--- src/rtl/vga_display.sv ---
// 640x480 VGA timing generator that scales a 160x120 8-bit greyscale framebuffer up 4x by 4x.
// The framebuffer read is registered, so the sync, enable and first-pixel flags travel through a matching pipeline.
module vga_display #(
    parameter int ADDR_WIDTH = 15,
    parameter int H_ACTIVE   = 640,
    parameter int H_FP       = 16,
    parameter int H_SYNC     = 96,
    parameter int H_BP       = 48,
    parameter int V_ACTIVE   = 480,
    parameter int V_FP       = 10,
    parameter int V_SYNC     = 2,
    parameter int V_BP       = 33
) (
    input  logic                  pclk,
    input  logic                  reset_n,
    input  logic [7:0]            data_in,
    output logic [ADDR_WIDTH-1:0] read_addr,
    output logic                  hsync,
    output logic                  vsync,
    output logic                  de,
    output logic [7:0]            Y,
    output logic                  frame_start
);
    localparam int H_TOTAL = H_ACTIVE + H_FP + H_SYNC + H_BP;
    localparam int V_TOTAL = V_ACTIVE + V_FP + V_SYNC + V_BP;
    localparam int HW      = $clog2(H_TOTAL);
    localparam int VW      = $clog2(V_TOTAL);

    localparam logic [HW-1:0] H_LAST     = HW'(H_TOTAL - 1);
    localparam logic [HW-1:0] H_ACT_END  = HW'(H_ACTIVE);
    localparam logic [HW-1:0] HS_START   = HW'(H_ACTIVE + H_FP);
    localparam logic [HW-1:0] HS_END     = HW'(H_ACTIVE + H_FP + H_SYNC);
    localparam logic [VW-1:0] V_LAST     = VW'(V_TOTAL - 1);
    localparam logic [VW-1:0] V_ACT_END  = VW'(V_ACTIVE);
    localparam logic [VW-1:0] VS_START   = VW'(V_ACTIVE + V_FP);
    localparam logic [VW-1:0] VS_END     = VW'(V_ACTIVE + V_FP + V_SYNC);
    localparam logic [ADDR_WIDTH-1:0] SRC_WIDTH = ADDR_WIDTH'(H_ACTIVE / 4);

    // Pipeline flag layout: {active, hsync_raw, vsync_raw, first}; idle has both syncs deasserted (high).
    localparam int P_ACT   = 3;
    localparam int P_HS    = 2;
    localparam int P_VS    = 1;
    localparam int P_FIRST = 0;
    localparam logic [3:0] PIPE_IDLE = 4'b0110;

    logic [HW-1:0]         h_cnt_q, h_cnt_d;
    logic [VW-1:0]         v_cnt_q, v_cnt_d;
    logic [ADDR_WIDTH-1:0] line_base_q, line_base_d;
    logic [ADDR_WIDTH-1:0] read_addr_q, read_addr_d;
    logic                  h_wrap, v_wrap;
    logic [3:0]            stage0;
    logic [3:0]            stage1_q, stage2_q;
    logic                  hsync_q, vsync_q, de_q, frame_start_q;
    logic [7:0]            y_q;

    always_comb begin
        h_wrap  = (h_cnt_q == H_LAST);
        v_wrap  = (v_cnt_q == V_LAST);
        h_cnt_d = h_wrap ? '0 : h_cnt_q + HW'(1);

        v_cnt_d = v_cnt_q;
        if (h_wrap) begin
            v_cnt_d = v_wrap ? '0 : v_cnt_q + VW'(1);
        end

        // Each source row spans four display lines; step to the next row after the fourth.
        line_base_d = line_base_q;
        if (h_wrap) begin
            if (v_wrap) begin
                line_base_d = '0;
            end else if ((v_cnt_q[1:0] == 2'b11) && (v_cnt_q < V_ACT_END)) begin
                line_base_d = line_base_q + SRC_WIDTH;
            end
        end

        stage0          = PIPE_IDLE;
        stage0[P_ACT]   = (h_cnt_q < H_ACT_END) && (v_cnt_q < V_ACT_END);
        stage0[P_HS]    = !((h_cnt_q >= HS_START) && (h_cnt_q < HS_END));
        stage0[P_VS]    = !((v_cnt_q >= VS_START) && (v_cnt_q < VS_END));
        stage0[P_FIRST] = (h_cnt_q == '0) && (v_cnt_q == '0);

        read_addr_d = read_addr_q;
        if (stage0[P_ACT]) begin
            read_addr_d = line_base_q + ADDR_WIDTH'(h_cnt_q >> 2);
        end
    end

    always_ff @(posedge pclk) begin
        if (!reset_n) begin
            h_cnt_q       <= '0;
            v_cnt_q       <= '0;
            line_base_q   <= '0;
            read_addr_q   <= '0;
            stage1_q      <= PIPE_IDLE;
            stage2_q      <= PIPE_IDLE;
            hsync_q       <= 1'b1;
            vsync_q       <= 1'b1;
            de_q          <= 1'b0;
            y_q           <= 8'h00;
            frame_start_q <= 1'b0;
        end else begin
            h_cnt_q       <= h_cnt_d;
            v_cnt_q       <= v_cnt_d;
            line_base_q   <= line_base_d;
            read_addr_q   <= read_addr_d;
            stage1_q      <= stage0;
            stage2_q      <= stage1_q;
            // data_in for a pixel arrives exactly as its flags leave stage 2.
            hsync_q       <= stage2_q[P_HS];
            vsync_q       <= stage2_q[P_VS];
            de_q          <= stage2_q[P_ACT];
            y_q           <= stage2_q[P_ACT] ? data_in : 8'h00;
            frame_start_q <= stage2_q[P_FIRST];
        end
    end

    assign read_addr   = read_addr_q;
    assign hsync       = hsync_q;
    assign vsync       = vsync_q;
    assign de          = de_q;
    assign Y           = y_q;
    assign frame_start = frame_start_q;

endmodule

--- config.mk ---
export PLATFORM = sky130hd
export DESIGN_NAME = vga_display
export DESIGN_NICKNAME = d
export VERILOG_FILES = /design/src/rtl/vga_display.sv
export SDC_FILE = /design/constraint.sdc
export NUM_CORES = 1
export LEC_CHECK = 0
export CORE_UTILIZATION = 50
export CTS_CLUSTER_SIZE = 24
export DETAILED_ROUTE_END_ITERATION = 12
export GPL_TIMING_DRIVEN = 0
export HOLD_SLACK_MARGIN = 0.06
export PLACE_DENSITY = 0.74
export SETUP_SLACK_MARGIN = 0.2
export SLEW_MARGIN = 20
export SYNTH_ARGS = -nofsm -noshare
export SYNTH_HDL_FRONTEND = slang
export SYNTH_SLANG_ARGS = --single-unit
--- constraint.sdc ---
create_clock -name pclk -period 2.3 [get_ports pclk]
set_input_delay 0.46 -clock pclk [delete_from_list [all_inputs] [get_ports pclk]]
set_output_delay 0.46 -clock pclk [all_outputs]
set_load 0.03 [all_outputs]
======== After elaboration in Yosys (flattened, before gate mapping) ========
Cells that the tools add are included.
word-level totals
  flip-flop bits (word level) ............. 70
  input port bits ......................... 10
  output and inout port bits .............. 27
  logic and storage cells ................. 41
cells by class
  $add $sub $neg .......................... 4
  $lt $le $gt $ge ......................... 6
  equality and inequality tests ........... 3
  multiplexer cells ....................... 3
  bitwise operators ....................... 1
  reduce and logical (&&, ||, !) cells .... 13
operators with widths
  operator               number
  $mux 15                2
  $add 10x1->10 const B  2
  $eq 10x10->1 const B   2
  $logic_not 10->1       2
  $lt 10x10->1 const B   2
  $lt 10x9->1 const B    2
  $add 15x8->15          1
  $add 15x8->15 const B  1
  $ge 10x10->1 const B   1
  $ge 10x9->1 const B    1
  $mux 10                1
  $logic_and 1x1->1      5
  $reduce_and 2->1       2
  $eq 2x2->1 const B     1
  $logic_not 1->1        2
  $reduce_bool 2->1      1
  $reduce_or 2->1        1
  $not 1->1              1

======== Longest topological paths before layout ========
  word-level depth ........................ 4
  gate-level depth with buffers ........... 8
  depth with buffers taken out ............ 7

======== Least setup slack after synthesis ========
No wires, ideal clock.
  path kind ............................... input -> register
  from .................................... input reset_n
  to ...................................... register stage1_q[0]
  setup time .............................. 88 ps
  arrival time ............................ 1,766 ps
  data required time ...................... 2,212 ps
  setup slack ............................. 446 ps
  stages on the path ...................... 6
  buffers on the path ..................... 1
  path through ............................ buf_6 inv_4 or3_1 nor4_1 or4b_1 nor4_2
RTL lines
  what                  line  RTL
  start, declared       15    input logic reset_n,
  end signal, assigned  106   stage1_q <= stage0;
  end, declared         52    logic [3:0] stage1_q, stage2_q;

======== Worst setup path in the final report ========
  from .................................... register v_cnt_q[5]
  to ...................................... register read_addr_q[11] (netlist: read_addr[11])
between the ends
  word-level cells in the longest chain between the ends .. 2
RTL lines
  what                    line  RTL
  start, declared         47    logic [VW-1:0] v_cnt_q, v_cnt_d;
  start signal, assigned  103   v_cnt_q <= v_cnt_d;
  $lt 10x9->1             77    stage0[P_ACT] = (h_cnt_q < H_ACT_END) && (v_cnt_q < V_ACT_END);
  $logic_and 1x1->1       77
  end signal, assigned    105   read_addr_q <= read_addr_d;
  end, declared           49    logic [ADDR_WIDTH-1:0] read_addr_q, read_addr_d;
No other way between the ends.
A chain may end at the register's enable or synchronous reset.

==> out/results.ini <==
[floorplan]
die_w_um = 76.32
core_area_um2 = 5205
ios = 37
rows = 26
dieArea_um2 = 5824
start_util_pct = 53.05
die_h_um = 76.32

[timing]
fin_skew_ns = 0.01069
slew_viol_final = 0
fin_ws_ns = 0.2563
max_freq_mhz = 489.3
fin_crit_sh_pct = 88.86
finalHoldViolCount = 0
hold_slack_ns = 0.3372
setup_viol = 0
rsz0062_at_grt = true
min_period_ns = 2.044
tns_ns = 0
slew_headroom_pct = 57.88
worst_pin_slew_ns = 0.6231

[synth]
synth-seq-cells = 65
synthesis.instances = 298
synth_warnings = 0
synth_nets = 316
yosysTopAreaCell = dfxtp_1
yosysTopAreaCellShare_pct = 47.12
yosys-top-cells-area = dfxtp_1, nor2_1, xor2_1, ha_1, and3_1
synthArstFlopShare_pct = 0
synth_cell_type_count = 45
synth-edff-count = 0
ys_seq_area_share_pct = 47.12
synth_ff_type = dfxtp_1
syn_area_um2 = 2761
synth.avg_cell_area_um2 = 9.266

[cells_and_area]
stdcell_count = 422
fillers = 427
num-nets-final = 365
layout-drive-gt1-share_pct = 11.08
n_antenna_cell = 0
syn_to_final_growth_pct = 26.10

[routing]
wl_met2_mm = 2.557
dr.pass1.iters = 4
routedWlPerCell_um = 13.44
drcViolationCount = 0
via_count = 2240
drt-met1-wl_mm = 2.779
routed-wl-met3_um = 223
totalWireLength_mm = 5.672
vias_per_cell = 5.308
drtIter0Drc = 113
top_layer = met4
ant_nets = 0

[outcome]
status = completed

[clock_tree]
cts-htree-levels = 3
clkTransAtPathRegs_ns = 0.07
clk_latency_ns = 0.34
ctsRootBufferMaster = clkbuf_8
cts_sinks = 65
clk_path_buf_depth = 2
cts_tree = built
cts_buffers = 9

[grt]
grt_pass1_wl_mm = 9.584
grt_overflow = 0
grt_max_degree = 12
grt_pass1_vias = 2099
antenna_found_initial = 0
grt.total_usage_pct = 20.79

[critical_path]
crit_path_end_kind = register
crit_chain = and4_1 -> clkbuf_1 -> a211oi_4 -> buf_2 -> o21ai_0 -> o21ai_0 -> nor2_1
critical-path-max-stage-delay_ns = 0.45
crit_slowest_cell = a211oi_4
required_ns = 2.51
cp.arrival_ns = 2.25
crit_buf_inv = 2
critPathKind = reg2reg
critPathTopFamily = compound AO/OA/AOI/OAI gates
crit_path_max_fanout = 10
start_kind = register
cp_common_cell = o21ai_0

[power]
power.total_uw = 2325
ir_drop_mv = 0.4096
pwr_density_cell_nw_per_um2 = 667.7
p_leak_uw = 0.001431

[run]
maxCapViolations = 0

[placed_design]
portBuffers = 35
place_ws_ns = 0.1609
gp_congestion = 0.8553
dp.cells = 403
hpwl_mm = 3.920

[hold_path]
hp-class = in2reg

power breakdown:
group	total [µW]	leakage (µW)	internal, µW	switching [µW]
Sequential	1150	0.000526	1140	9.49
Combinational	86.3	0.000789	39.7	46.6
Clock	1090	0.000115	665	423
Yosys cell counts, drive strengths merged (2+ instances only):
cell    instances
buf             5
nor4            3
nand4          11
or2             3
nand3          12
and4            4
xor2           15
nor2b           2
mux2i           8
nand2          20
a21oi          11
nand2b          5
dfxtp          65
nor2           40
o21ai           9
and3           14
a21o            2
clkbuf         10
ha              8
o211ai          3
a22oi           2
a211oi          5
inv             5
or4b            2
nor3            4
or3             5
xnor2          10
and2            6
cell usage in the layout (no fill, tap or decap), types with 4 or more instances in the layout:
cell / count
or3_1: 5
dfxtp_1: 64
nor3_1: 4
nand2_1: 18
nand4_1: 11
clkbuf_8: 11
a211oi_1: 4
nand3_1: 11
clkbuf_1: 10
a21oi_1: 11
xor2_1: 15
nor2_1: 39
o21ai_0: 8
ha_1: 7
clkdlybuf4s50_1: 35
mux2i_1: 8
nand2b_1: 5
and3_1: 14
inv_1: 4
xnor2_1: 10
and2_1: 6
cell families (layout without fill, tap and decap cells):
logic type,after synthesis,in the layout,share of synthesized area [%]
AND/OR/NAND/NOR,135,135,26.28
XOR/XNOR,25,25,7.929
AO/OA/AOI/OAI,37,37,8.881
buffers and inverters,20,74,3.262
adder cells (fa/ha/maj),8,8,3.625
flip-flops,65,65,47.12
multiplexers,8,8,2.900
final timing paths:
path | to | from | cells past startpoint | slack (ns)
worst max-delay path | read_addr[11] | v_cnt_q[5] | 7 | 0.26
worst min-delay path | stage2_q[1] | reset_n | 2 | 0.34
worst max register to register | read_addr[11] | v_cnt_q[5] | 7 | 0.26
worst min register to register | hsync | stage2_q[2] | 1 | 0.41
repair_timing:
| action | CTS | global route |
|---|---|---|
| buffers inserted | 0 | 3 |
| setup endpoints to repair | 9 | 18 |
| endpoints found under the hold margin | 0 | 0 |
| hold buffers | 0 | 0 |
| resized for setup | 1 | 9 |
| pin swaps | 1 | 1 |
flip-flops by register name, summed over array words and instances, names as in the netlist:
name         cells
line_base_q     10
hsync            1
stage2_q         4
v_cnt_q         10
read_addr       15
stage1_q         4
de               1
frame_start      1
Y                8
h_cnt_q         10
vsync            1
stage by stage:
stage / cell area, µm² / util [%]
final: 3482 / 66.90
after detailed placement: 3199 / 61.47
after CTS: 3433 / 65.96
after global placement: 3199 / 61.47
after global routing: 3482 / 66.90
after floorplan: 2761 / -
layout make-up:
cell class              count  area, µm²  area share (%)
multi-input cells         213       1395           40.06
flip-flops and latches     65       1303           37.41
repair buffers             38      372.9           10.71
clock buffers              11      151.4           4.348
well taps                  70      87.58           2.515
clock inverters             5      77.57           2.228
plain buffers              15      73.82           2.120
inverters                   5      21.27          0.6109
routing by layer:
layer | global-route usage [%] | up-vias
li1 | - | 1138
met2 | 31.80 | 59
met1 | 26.82 | 1032
met4 | 12.50 | 0
met5 | 0 | -
met3 | 4.431 | 11
Power figures use the tool's default switching activity.
